$ cat config.mk
export PLATFORM = sky130hd
export DESIGN_NAME = mb_scheduler
export DESIGN_NICKNAME = d
export VERILOG_FILES = /design/src/rtl/intra_pkg.sv /design/src/rtl/mb_raster_counter.sv /design/src/rtl/mb_scheduler.sv
export SDC_FILE = /design/constraint.sdc
export NUM_CORES = 1
export LEC_CHECK = 0
export BUFFER_PORTS_ARGS = -buffer_cell sky130_fd_sc_hd__buf_2
export CAP_MARGIN = 20
export CORE_ASPECT_RATIO = 0.9
export CORE_MARGIN = 5
export CORE_UTILIZATION = 42
export DETAILED_ROUTE_END_ITERATION = 10
export GPL_TIMING_DRIVEN = 1
export PLACE_DENSITY_LB_ADDON = 0.12
export SYNTH_ARGS = -nofsm -noshare
export SYNTH_HDL_FRONTEND = slang
export SYNTH_SLANG_ARGS = --single-unit
$ cat constraint.sdc
create_clock -name clk -period 2.4 [get_ports clk]
set_clock_uncertainty 0.2 [all_clocks]
set_input_delay 0.36 -clock clk [delete_from_list [all_inputs] [get_ports clk]]
set_output_delay 0.36 -clock clk [all_outputs]
set_load 0.005 [all_outputs]
$ cat src/rtl/intra_pkg.sv
// Shared types and frame geometry helpers for the intra-prediction front end.
// Geometry is derived from frame and macroblock sizes at elaboration time.
package intra_pkg;

    localparam int MBNUM_BITS = 13;

    typedef enum logic [2:0] {
        IDLE,
        FETCH,
        PRED_LAUNCH,
        PRED_WAIT,
        OUTPUT,
        DONE
    } mb_sched_state_t;

    function automatic int mbs_per_row(input int length, input int mb_size_l);
        return length / mb_size_l;
    endfunction

    function automatic int mbs_per_col(input int width, input int mb_size_w);
        return width / mb_size_w;
    endfunction

    function automatic int num_mb(
        input int width,
        input int length,
        input int mb_size_l,
        input int mb_size_w
    );
        return mbs_per_row(length, mb_size_l) * mbs_per_col(width, mb_size_w);
    endfunction

endpackage

$ cat src/rtl/mb_raster_counter.sv
// Raster-order macroblock position tracker: number, column and row.
// Column/row advance incrementally so no divider is needed.
module mb_raster_counter
    import intra_pkg::*;
#(
    parameter int MBS_PER_ROW = 80,
    parameter int NUM_MB      = 3600
) (
    input  logic                  clk,
    input  logic                  reset,
    input  logic                  clear,
    input  logic                  advance,
    output logic [MBNUM_BITS-1:0] mbnumber,
    output logic [7:0]            col,
    output logic [7:0]            row,
    output logic                  last
);

    localparam logic [MBNUM_BITS-1:0] LAST_MB  = MBNUM_BITS'(NUM_MB - 1);
    localparam logic [7:0]            LAST_COL = 8'(MBS_PER_ROW - 1);

    // Position registers: clear to MB0, step one MB per advance with column wrap.
    always_ff @(posedge clk or posedge reset) begin
        if (reset) begin
            mbnumber <= '0;
            col      <= '0;
            row      <= '0;
        end else if (clear) begin
            mbnumber <= '0;
            col      <= '0;
            row      <= '0;
        end else if (advance) begin
            mbnumber <= mbnumber + MBNUM_BITS'(1);
            if (col == LAST_COL) begin
                col <= '0;
                row <= row + 8'd1;
            end else begin
                col <= col + 8'd1;
            end
        end
    end

    assign last = (mbnumber == LAST_MB);

endmodule

$ cat src/rtl/mb_scheduler.sv
// Frame-level macroblock sequencer: fetch, predict, hand off downstream.
// All outputs come from registers or decode of the registered state.
module mb_scheduler
    import intra_pkg::*;
#(
    parameter int WIDTH      = 720,
    parameter int LENGTH     = 1280,
    parameter int MB_SIZE_L  = 16,
    parameter int MB_SIZE_W  = 16,
    parameter int EXT_PULSES = 2
) (
    input  logic                  clk,
    input  logic                  reset,
    input  logic                  frame_start,
    output logic                  busy,
    output logic                  ext_enable,
    output logic [MBNUM_BITS-1:0] ext_mbnumber,
    output logic [7:0]            mb_col,
    output logic [7:0]            mb_row,
    output logic                  pred_start,
    input  logic                  pred_done,
    output logic                  out_valid,
    input  logic                  out_ready,
    output logic [MBNUM_BITS-1:0] out_mbnumber,
    output logic                  out_first,
    output logic                  out_last,
    output logic                  frame_done
);

    localparam int MBS_PER_ROW = mbs_per_row(LENGTH, MB_SIZE_L);
    localparam int NUM_MB      = num_mb(WIDTH, LENGTH, MB_SIZE_L, MB_SIZE_W);

    localparam logic [4:0] PULSE_LAST = 5'(EXT_PULSES - 1);

    mb_sched_state_t       state;
    mb_sched_state_t       state_next;
    logic [4:0]            pulse_cnt;
    logic [MBNUM_BITS-1:0] mbnumber;
    logic                  last_mb;
    logic                  clear;
    logic                  handshake;

    assign clear     = (state == IDLE) && frame_start;
    assign handshake = (state == OUTPUT) && out_ready;

    mb_raster_counter #(
        .MBS_PER_ROW (MBS_PER_ROW),
        .NUM_MB      (NUM_MB)
    ) u_raster (
        .clk      (clk),
        .reset    (reset),
        .clear    (clear),
        .advance  (handshake && !last_mb),
        .mbnumber (mbnumber),
        .col      (mb_col),
        .row      (mb_row),
        .last     (last_mb)
    );

    // State register.
    always_ff @(posedge clk or posedge reset) begin
        if (reset) begin
            state <= IDLE;
        end else begin
            state <= state_next;
        end
    end

    // Counts extractor enable cycles within the current fetch.
    always_ff @(posedge clk or posedge reset) begin
        if (reset) begin
            pulse_cnt <= '0;
        end else if (state == FETCH && pulse_cnt != PULSE_LAST) begin
            pulse_cnt <= pulse_cnt + 5'd1;
        end else begin
            pulse_cnt <= '0;
        end
    end

    // Next-state and state-decoded outputs.
    always_comb begin
        state_next = state;
        busy       = 1'b1;
        ext_enable = 1'b0;
        pred_start = 1'b0;
        out_valid  = 1'b0;
        out_first  = 1'b0;
        out_last   = 1'b0;
        frame_done = 1'b0;
        unique case (state)
            IDLE: begin
                busy = 1'b0;
                if (frame_start) begin
                    state_next = FETCH;
                end
            end
            FETCH: begin
                ext_enable = 1'b1;
                if (pulse_cnt == PULSE_LAST) begin
                    state_next = PRED_LAUNCH;
                end
            end
            PRED_LAUNCH: begin
                pred_start = 1'b1;
                state_next = PRED_WAIT;
            end
            PRED_WAIT: begin
                if (pred_done) begin
                    state_next = OUTPUT;
                end
            end
            OUTPUT: begin
                out_valid = 1'b1;
                out_first = (mbnumber == '0);
                out_last  = last_mb;
                if (out_ready) begin
                    state_next = last_mb ? DONE : FETCH;
                end
            end
            DONE: begin
                frame_done = 1'b1;
                state_next = IDLE;
            end
            default: begin
                state_next = IDLE;
            end
        endcase
    end

    assign ext_mbnumber = mbnumber;
    assign out_mbnumber = mbnumber;

endmodule

==> results of run 1 <==
==> critical path: stages, from the launching register on <==
cell and delay, ps:
dfrtp_1 380, or4_4 550, or3_4 360, nor4_2 150
buf_2 150
==> power groups by stage <==
stage | Clock, uW | Combinational (uW) | Sequential (uW)
after CTS | 469 | 630 | 712
after global routing | 489 | 697 | 724
after floorplan | 0 | 378 | 736
final | 449 | 625 | 714
after global placement | 0 | 596 | 731
after detailed placement | 0 | 595 | 733
==> path summary, 6_finish.rpt <==
kind / from / to / cells after the start
worst max-delay path: u_raster.mbnumber[4] / out_last / 4
worst min-delay path: pred_done / state[1] / 3
worst max register to register: u_raster.mbnumber[4] / u_raster.mbnumber[4] / 4
worst min register to register: pulse_cnt[0] / pulse_cnt[0] / 1
max in group asynchronous: reset / u_raster.col[6] / 4
min in group asynchronous: reset / u_raster.row[0] / 4
==> cell usage in the layout, fill, tap and decap left out, types with 3 or more instances in the layout <==
cell type  count
nor4_1         7
and3_1         4
nand4_1        5
mux2i_1       10
nand2b_1       6
and2_1         4
or4b_2         3
dfrtp_1       36
nor3_1         3
a31oi_1        7
buf_2         53
nor2_1        12
a21oi_1        9
buf_4         26
nand2_1       25
nor4_2         3
or3_1          4
nand3_1       22
or4_4          3
nor3b_1        3
inv_1          8
clkbuf_8       6
o22ai_1        4
ha_1           6
o21ai_0        8
==> stage by stage <==
stage | setup slack (ps) | cell area, sq um
3_3_place_gp | 181 | 2710
4_1_cts | -62.2 | 2830
6_report | -43.9 | 2840
3_5_place_dp | 138 | 2710
5_1_grt | -84.6 | 2840
2_1_floorplan | 111 | 2340
==> repair_timing <==
| item | in CTS | in global routing |
|---|---|---|
| setup endpoints to repair | 2 | 4 |
| gates cloned | 0 | 0 |
| pin swaps | 1 | 0 |
| hold endpoints to repair | 37 | 0 |
| hold buffers | 1 | 0 |
| setup buffers | 2 | 0 |
| gates resized for setup | 3 | 3 |
==> cells by family (layout without fill, tap and decap cells) <==
group | count (synthesis) | after routing | synth area share (%)
muxes | 11 | 11 | 4.75
adders and majority gates | 6 | 6 | 3.20
xor gates and xnor gates | 3 | 3 | 1.12
and+or+nand+nor | 120 | 120 | 29.6
AOI/OAI and AO/OA | 45 | 45 | 12.8
DFF | 37 | 37 | 39.5
buffers and inverters | 38 | 95 | 9.12
==> cell type report <==
cell class / count / area [sq um] / share of cell area, %
Sequential cell: 37 / 927 / 32.6
Tap cell: 67 / 83.8 / 2.95
Timing Repair Buffer: 80 / 470 / 16.6
Multi-Input combinational cell: 185 / 1240 / 43.8
Inverter: 8 / 30.0 / 1.06
Clock buffer: 7 / 86.3 / 3.04
==> state kept, by name, indices dropped and copies added, names as in the netlist <==
name,count
u_raster.mbnumber,13
state,3
pulse_cnt,5
u_raster.col,8
u_raster.row,8
==> metal layers <==
layer | up-vias | share of wire, % | GRT usage [%]
li1 | 1066 | - | -
met1 | 1013 | 50 | 24.5
met2 | 47 | 44 | 26.3
met3 | 6 | 4.6 | 3.25
met4 | 0 | 1.4 | 6.65
met5 | - | 0 | 0
==> impl_metrics.ini, run 1 <==
[sta]
rsz0062_at_grt = yes
fin_crit_ps = 2440
fin_ws_ps = -43.9
slew_violations = 0
relSlewSlack_pct = 68.2
tns_ps = -56.0
holdWs_ps = 223
worst_pin_slew_ps = 478
timing.fmax_mhz = 409
finalSetupViolCount = 2
hold_violations = 0
period_share_pct = 102

[route]
drt-vias-per-instance = 5.55
drt_first_iter_violations = 68
wl_per_cell_um = 15.4
drc = 0
drt-pass1-iter-count = 4
final_antenna_net_count = 0
drt-total-wl_um = 5900
vias = 2132

[setup_path]
end_kind = output pin
critPathMaxFanout = 3
path_class = register to output pin
cp_data_arrival_time_ps = 1880
r2r_slack_ps = 140
cp.required_ps = 1840
start_kind = register

[pwr]
seqPwrFrac_pct = 39.9
combPwrFrac_pct = 35.0
p_int_uw = 1170
p_sw_uw = 614
ir_worst_vdd_v = 0.000397
p_per_area_mw_per_mm2 = 629
leakage_uw = 0.00138
p_clk_share_pct = 25.1
switching_share_pct = 34.3
totalPowerFinal_uw = 1790

[floorplanning]
start_util_pct = 43.8
rows = 25
die_area_sq_mm = 0.00718
die_w_um = 88.8
die_h_um = 80.9
ios = 54
coreArea_sq_mm = 0.00535

[placement]
routabilityCongestion = 0.804
dpl.cell_count = 374
port_buffers = 53
dpl.hpwl_um = 4120

[grt]
first_global_vias = 1926
grt_max_degree = 38
grt_pass1_wl_um = 9670
grt_overflow_total = 0
antenna_found_initial = 0
grt_util_all_layers_pct = 17.4

[synthesis]
ys_seq_area_share_pct = 39.5
synth_commonest_cells = 37 x dfrtp_1, 25 x nand2_1, 22 x nand3_1
ys_seq_elements = 37
netlist_area_sq_mm = 0.00234
synth_top_cell_by_area = dfrtp_1
synth-edff-count = 0
yosysMostFrequentCell = dfrtp_1
synth_cells = 260
yosysWarningCount = 0
netlist.area_leader.share_pct = 39.5
synthTopCellsByArea = dfrtp_1 39%, nand3_1 4.7%, buf_4 4.5%
syn_avg_cell_area_sq_um = 9.02
async_reset_ff_share_pct = 100
synth_fp_nets = 271
ys.flop_type = dfrtp_1
synth_cell_type_count = 51

[cells_and_area]
fin_cells = 384
drive_gt1_share_pct = 33.4
area_delta_synth_final_pct = 21.2
nFillCells = 504
nNetsFinal = 328
fin_util_pct = 53.1
antenna_cells = 0

[clock_network]
h-tree-depth = 2
cts_tree = done
cts_root_buffer = clkbuf_8
cts.path.max_buffers = 2
clkLatencyLatePin_ps = 290
clkTransAtPathRegs_ps = 70
cts.sinks = 37
cts_buffers = 5

[job]
drv_cap = 0

[outcome]
violations = negative setup slack
outcome = complete, but fails checks

[worst_hold_path]
hold_class = primary input to register
(Power assumes the default switching activity.)
==> run 2, diff against run 1 <==
--- a/config.mk
+++ b/config.mk
@@ -12,7 +12,7 @@
 export CORE_UTILIZATION = 42
 export DETAILED_ROUTE_END_ITERATION = 10
 export GPL_TIMING_DRIVEN = 1
-export PLACE_DENSITY_LB_ADDON = 0.12
+export PLACE_DENSITY = 0.67
 export SYNTH_ARGS = -nofsm -noshare
 export SYNTH_HDL_FRONTEND = slang
 export SYNTH_SLANG_ARGS = --single-unit
==> impl_metrics.ini, run 2 (synthesis gave the netlist of run 1 again) <==
[outcome]
outcome = complete, but fails checks
violations = negative setup slack

[cells_and_area]
largest_reg_flops = 13
seqCellArea_sq_um = 926
largest-register = u_raster.mbnumber
largestRegisters = u_raster.mbnumber (13), u_raster.col (8), u_raster.row (8)
area_delta_synth_final_pct = 25.7
antenna_cells = 0
fin_cells = 391
drive_gt1_share_pct = 35.2
final_common_cell = buf_2
nFillCells = 481
final_cell_mix = 53 x buf_2, 37 x dfrtp_1, 31 x buf_4
fin_util_pct = 55.1
multi_input_area_sq_mm = 0.00127
nNetsFinal = 334

[grt]
grt_overflow_total = 0
antenna_found_initial = 0
grt_max_degree = 38
first_global_vias = 1941
grt_pass1_wl_um = 9650
grt_util_all_layers_pct = 17.4

[clock_network]
cts_root_buffer = clkbuf_8
cts_tree = done
clkTransAtPathRegs_ps = 70
clkLatencyLatePin_ps = 290
cts.sinks = 37
cts.path.max_buffers = 2
cts_buffers = 5
h-tree-depth = 2

[setup_path]
r2r_slack_ps = 10
critPathMaxFanout = 2
start_kind = register
cp_data_arrival_time_ps = 1950
cp.required_ps = 1840
path_class = register to output pin
end_kind = output pin

[floorplanning]
start_util_pct = 43.8
die_h_um = 80.9
die_area_sq_mm = 0.00718
ios = 54
rows = 25
die_w_um = 88.8
coreArea_sq_mm = 0.00535

[worst_hold_path]
hold_class = primary input to register

[sta]
fin_crit_ps = 2510
slew_violations = 0
hold_violations = 0
timing.fmax_mhz = 399
rsz0062_at_grt = yes
fin_ws_ps = -108
period_share_pct = 104
worst_pin_slew_ps = 485
finalSetupViolCount = 2
relSlewSlack_pct = 67.6

[placement]
dpl.cell_count = 372
routabilityCongestion = 0.838
port_buffers = 53
dpl.hpwl_um = 4140

[job]
drv_cap = 0

[pwr]
ir_worst_vdd_v = 0.000294
p_per_area_mw_per_mm2 = 649
leakage_uw = 0.00145

[route]
vias = 2235
drc = 0
final_antenna_net_count = 0
wl_per_cell_um = 15.8
drt_first_iter_violations = 155
drt-pass1-iter-count = 7
drt-vias-per-instance = 5.72
drt-total-wl_um = 6190
==> run 2: worst paths after layout <==
kind	startpoint	end	cells past startpoint
setup / recovery	u_raster.mbnumber[4]	out_last	4
hold / removal	pred_done	state[1]	3
setup reg to reg	u_raster.mbnumber[4]	u_raster.mbnumber[6]	6
hold reg to reg	pulse_cnt[0]	pulse_cnt[0]	1
max in group asynchronous	reset	u_raster.mbnumber[6]	4
min in group asynchronous	reset	u_raster.row[0]	4
==> run 2: repair_timing <==
| action | CTS | global route |
|---|---|---|
| endpoints found under the hold margin | 37 | 0 |
| resized for setup | 3 | 8 |
| hold buffers | 1 | 0 |
| buffers inserted | 5 | 5 |
| pin swaps | 3 | 6 |
| setup endpoints to repair | 2 | 10 |
==> run 2: final cells by class <==
| class | count | share of cell area, % |
|---|---|---|
| repair buffers | 86 | 17.6 |
| clock inverters | 1 | 1.02 |
| flip-flops and latches | 37 | 31.4 |
| multi-input cells | 185 | 43.1 |
| inverters | 8 | 1.02 |
| clock buffers | 7 | 2.93 |
| well taps | 67 | 2.85 |
==> run 2: per-layer routing <==
| metal | up-vias | part of all wire [%] | GRT usage (%) |
|---|---|---|---|
| met1 | 1095 | 45 | 24.1 |
| met4 | 0 | 1.4 | 5.89 |
| li1 | 1069 | - | - |
| met2 | 60 | 48 | 26.9 |
| met3 | 11 | 6.0 | 3.96 |
| met5 | - | 0 | 0 |
==> run 2: metrics by stage <==
step                      hold slack [ps]  TNS [ps]  total power [uW]  setup WS [ps]  area [sq um]
after floorplan                       257         0              1110            111          2340
after global placement                277         0              1310            186          2690
after detailed placement              283         0              1320            145          2690
after CTS                             196      -157              1910          -94.8          2870
after global routing                  233      -444              2020           -154          2950
final                                 207      -214              1910           -108          2950
==> run 2: where the power goes <==
group / switching, uW / leakage, uW / internal (uW)
Sequential: 39.9 / 0.000511 / 675
Combinational: 369 / 0.000880 / 262
Clock: 228 / 0.0000585 / 339
==> run 2: worst max-delay path, cell delays in order, from the launching register on <==
cell and delay [ps]:
dfrtp_1 390, or4_4 540, or3_4 430, nor4_4 140, buf_2 150
==> run 3, diff against run 2 <==
--- a/config.mk
+++ b/config.mk
@@ -12,7 +12,7 @@
 export CORE_UTILIZATION = 42
 export DETAILED_ROUTE_END_ITERATION = 10
 export GPL_TIMING_DRIVEN = 1
-export PLACE_DENSITY = 0.67
+export PLACE_DENSITY = 0.63
 export SYNTH_ARGS = -nofsm -noshare
 export SYNTH_HDL_FRONTEND = slang
 export SYNTH_SLANG_ARGS = --single-unit
==> impl_metrics.ini, run 3 (synthesis gave the netlist of run 1 again) <==
[floorplanning]
coreArea_sq_mm = 0.00535
die_w_um = 88.8
die_area_sq_mm = 0.00718
start_util_pct = 43.8
ios = 54
die_h_um = 80.9
rows = 25

[pwr]
totalPowerFinal_uw = 1790
p_int_uw = 1160
p_clk_share_pct = 24.1
combPwrFrac_pct = 35.5
p_sw_uw = 628
p_per_area_mw_per_mm2 = 618
leakage_uw = 0.00141
ir_worst_vdd_v = 0.000447
switching_share_pct = 35.2
seqPwrFrac_pct = 40.4

[sta]
slew_violations = 0
relSlewSlack_pct = 67.6
hold_violations = 0
holdWs_ps = 217
rsz0062_at_grt = yes
finalSetupViolCount = 2
timing.fmax_mhz = 408
fin_crit_ps = 2450
fin_ws_ps = -49.9
period_share_pct = 102
worst_pin_slew_ps = 486

[route]
drc = 0
drt-vias-per-instance = 5.55
drt-total-wl_um = 5840
drt_first_iter_violations = 95
vias = 2155
wl_per_cell_um = 15.1
drt-pass1-iter-count = 4
final_antenna_net_count = 0

[clock_network]
clkTransAtPathRegs_ps = 80
h-tree-depth = 2
cts_root_buffer = clkbuf_8
cts.path.max_buffers = 2
cts.sinks = 37
cts_tree = done
clkLatencyLatePin_ps = 290
cts_buffers = 5

[setup_path]
crit_buf_inv = 1
cp.required_ps = 1840
critPathTopFamily = simple AND/OR/NAND/NOR gates
crit_slowest_cell = or4_4
r2r_slack_ps = 150
start_kind = register
path_class = register to output pin
end_kind = output pin
crit_chain = or4_4, or3_4, nor4_4, buf_2
critPathMaxFanout = 3
cp_data_arrival_time_ps = 1890
max_stage_delay_ps = 550

[grt]
first_global_vias = 1917
grt_util_all_layers_pct = 16.7
antenna_found_initial = 0
grt_overflow_total = 0
grt_pass1_wl_um = 9350
grt_max_degree = 38

[cells_and_area]
antenna_cells = 0
largest-register = u_raster.mbnumber
largestRegisters = u_raster.mbnumber (13), u_raster.col (8), u_raster.row (8)
final_common_cell = buf_2
final_cell_mix = 53 x buf_2, 37 x dfrtp_1, 29 x buf_4
area_delta_synth_final_pct = 23.3
drive_gt1_share_pct = 34.3
fin_cells = 388
largest_reg_flops = 13
nNetsFinal = 331
fin_util_pct = 54.1

[placement]
dpl.cell_count = 376
routabilityCongestion = 0.838
port_buffers = 53
dpl.hpwl_um = 4150

[job]
drv_cap = 0

[worst_hold_path]
hold_class = primary input to register

[outcome]
violations = negative setup slack
outcome = complete, but fails checks
==> run 3: worst reg2reg max path: stages (launching register included) <==
cell and delay [ps]:
dfrtp_1 380, or4_4 550, or4_4 660, and4_4 250, mux2i_1 110
==> run 3: path summary, 6_finish.rpt <==
kind | start | endpoint | cells after the start
max | u_raster.mbnumber[4] | out_last | 4
min | pred_done | state[1] | 3
max reg2reg | u_raster.mbnumber[4] | u_raster.mbnumber[4] | 4
min reg2reg | pulse_cnt[0] | pulse_cnt[0] | 1
max in group asynchronous | reset | pulse_cnt[2] | 4
min in group asynchronous | reset | u_raster.row[0] | 4
==> run 3: power by group through the flow <==
stage	sequential [uW]	combinational [uW]	clock (uW)
detailed placement	743	587	0
global route	730	702	473
CTS	721	621	445
global placement	740	584	0
floorplan	736	378	0
finish	722	633	431
==> run 3: through the flow <==
step	setup WS [ps]	setup TNS [ps]	instance area, sq um
finish	-49.9	-88.0	2890
CTS	-55.6	-89.9	2850
detailed placement	148	0	2720
global placement	144	0	2720
global route	-111	-219	2890
floorplan	111	0	2340
==> run 3: routing by layer <==
layer | up-vias | GRT usage (%) | share of wire (%)
li1 | 1069 | - | -
met1 | 1011 | 23.9 | 49
met2 | 68 | 25.5 | 44
met3 | 7 | 3.04 | 6.0
met4 | 0 | 5.29 | 1.0
met5 | - | 0 | 0
==> run 3: timing repair <==
action,CTS,global route
gates resized for setup,3,6
pin swaps,1,0
setup endpoints to repair,2,5
hold endpoints to repair,30,0
setup buffers,2,1
hold buffers,1,0
==> run 3: area by class of cell <==
cell class | instances | area, sq um
inverters | 8 | 30.0
clock buffers | 6 | 72.6
multi-input cells | 185 | 1270
flip-flops and latches | 37 | 926
repair buffers | 83 | 493
well taps | 67 | 83.8
fillers | 497 | 2460
clock inverters | 2 | 15.0
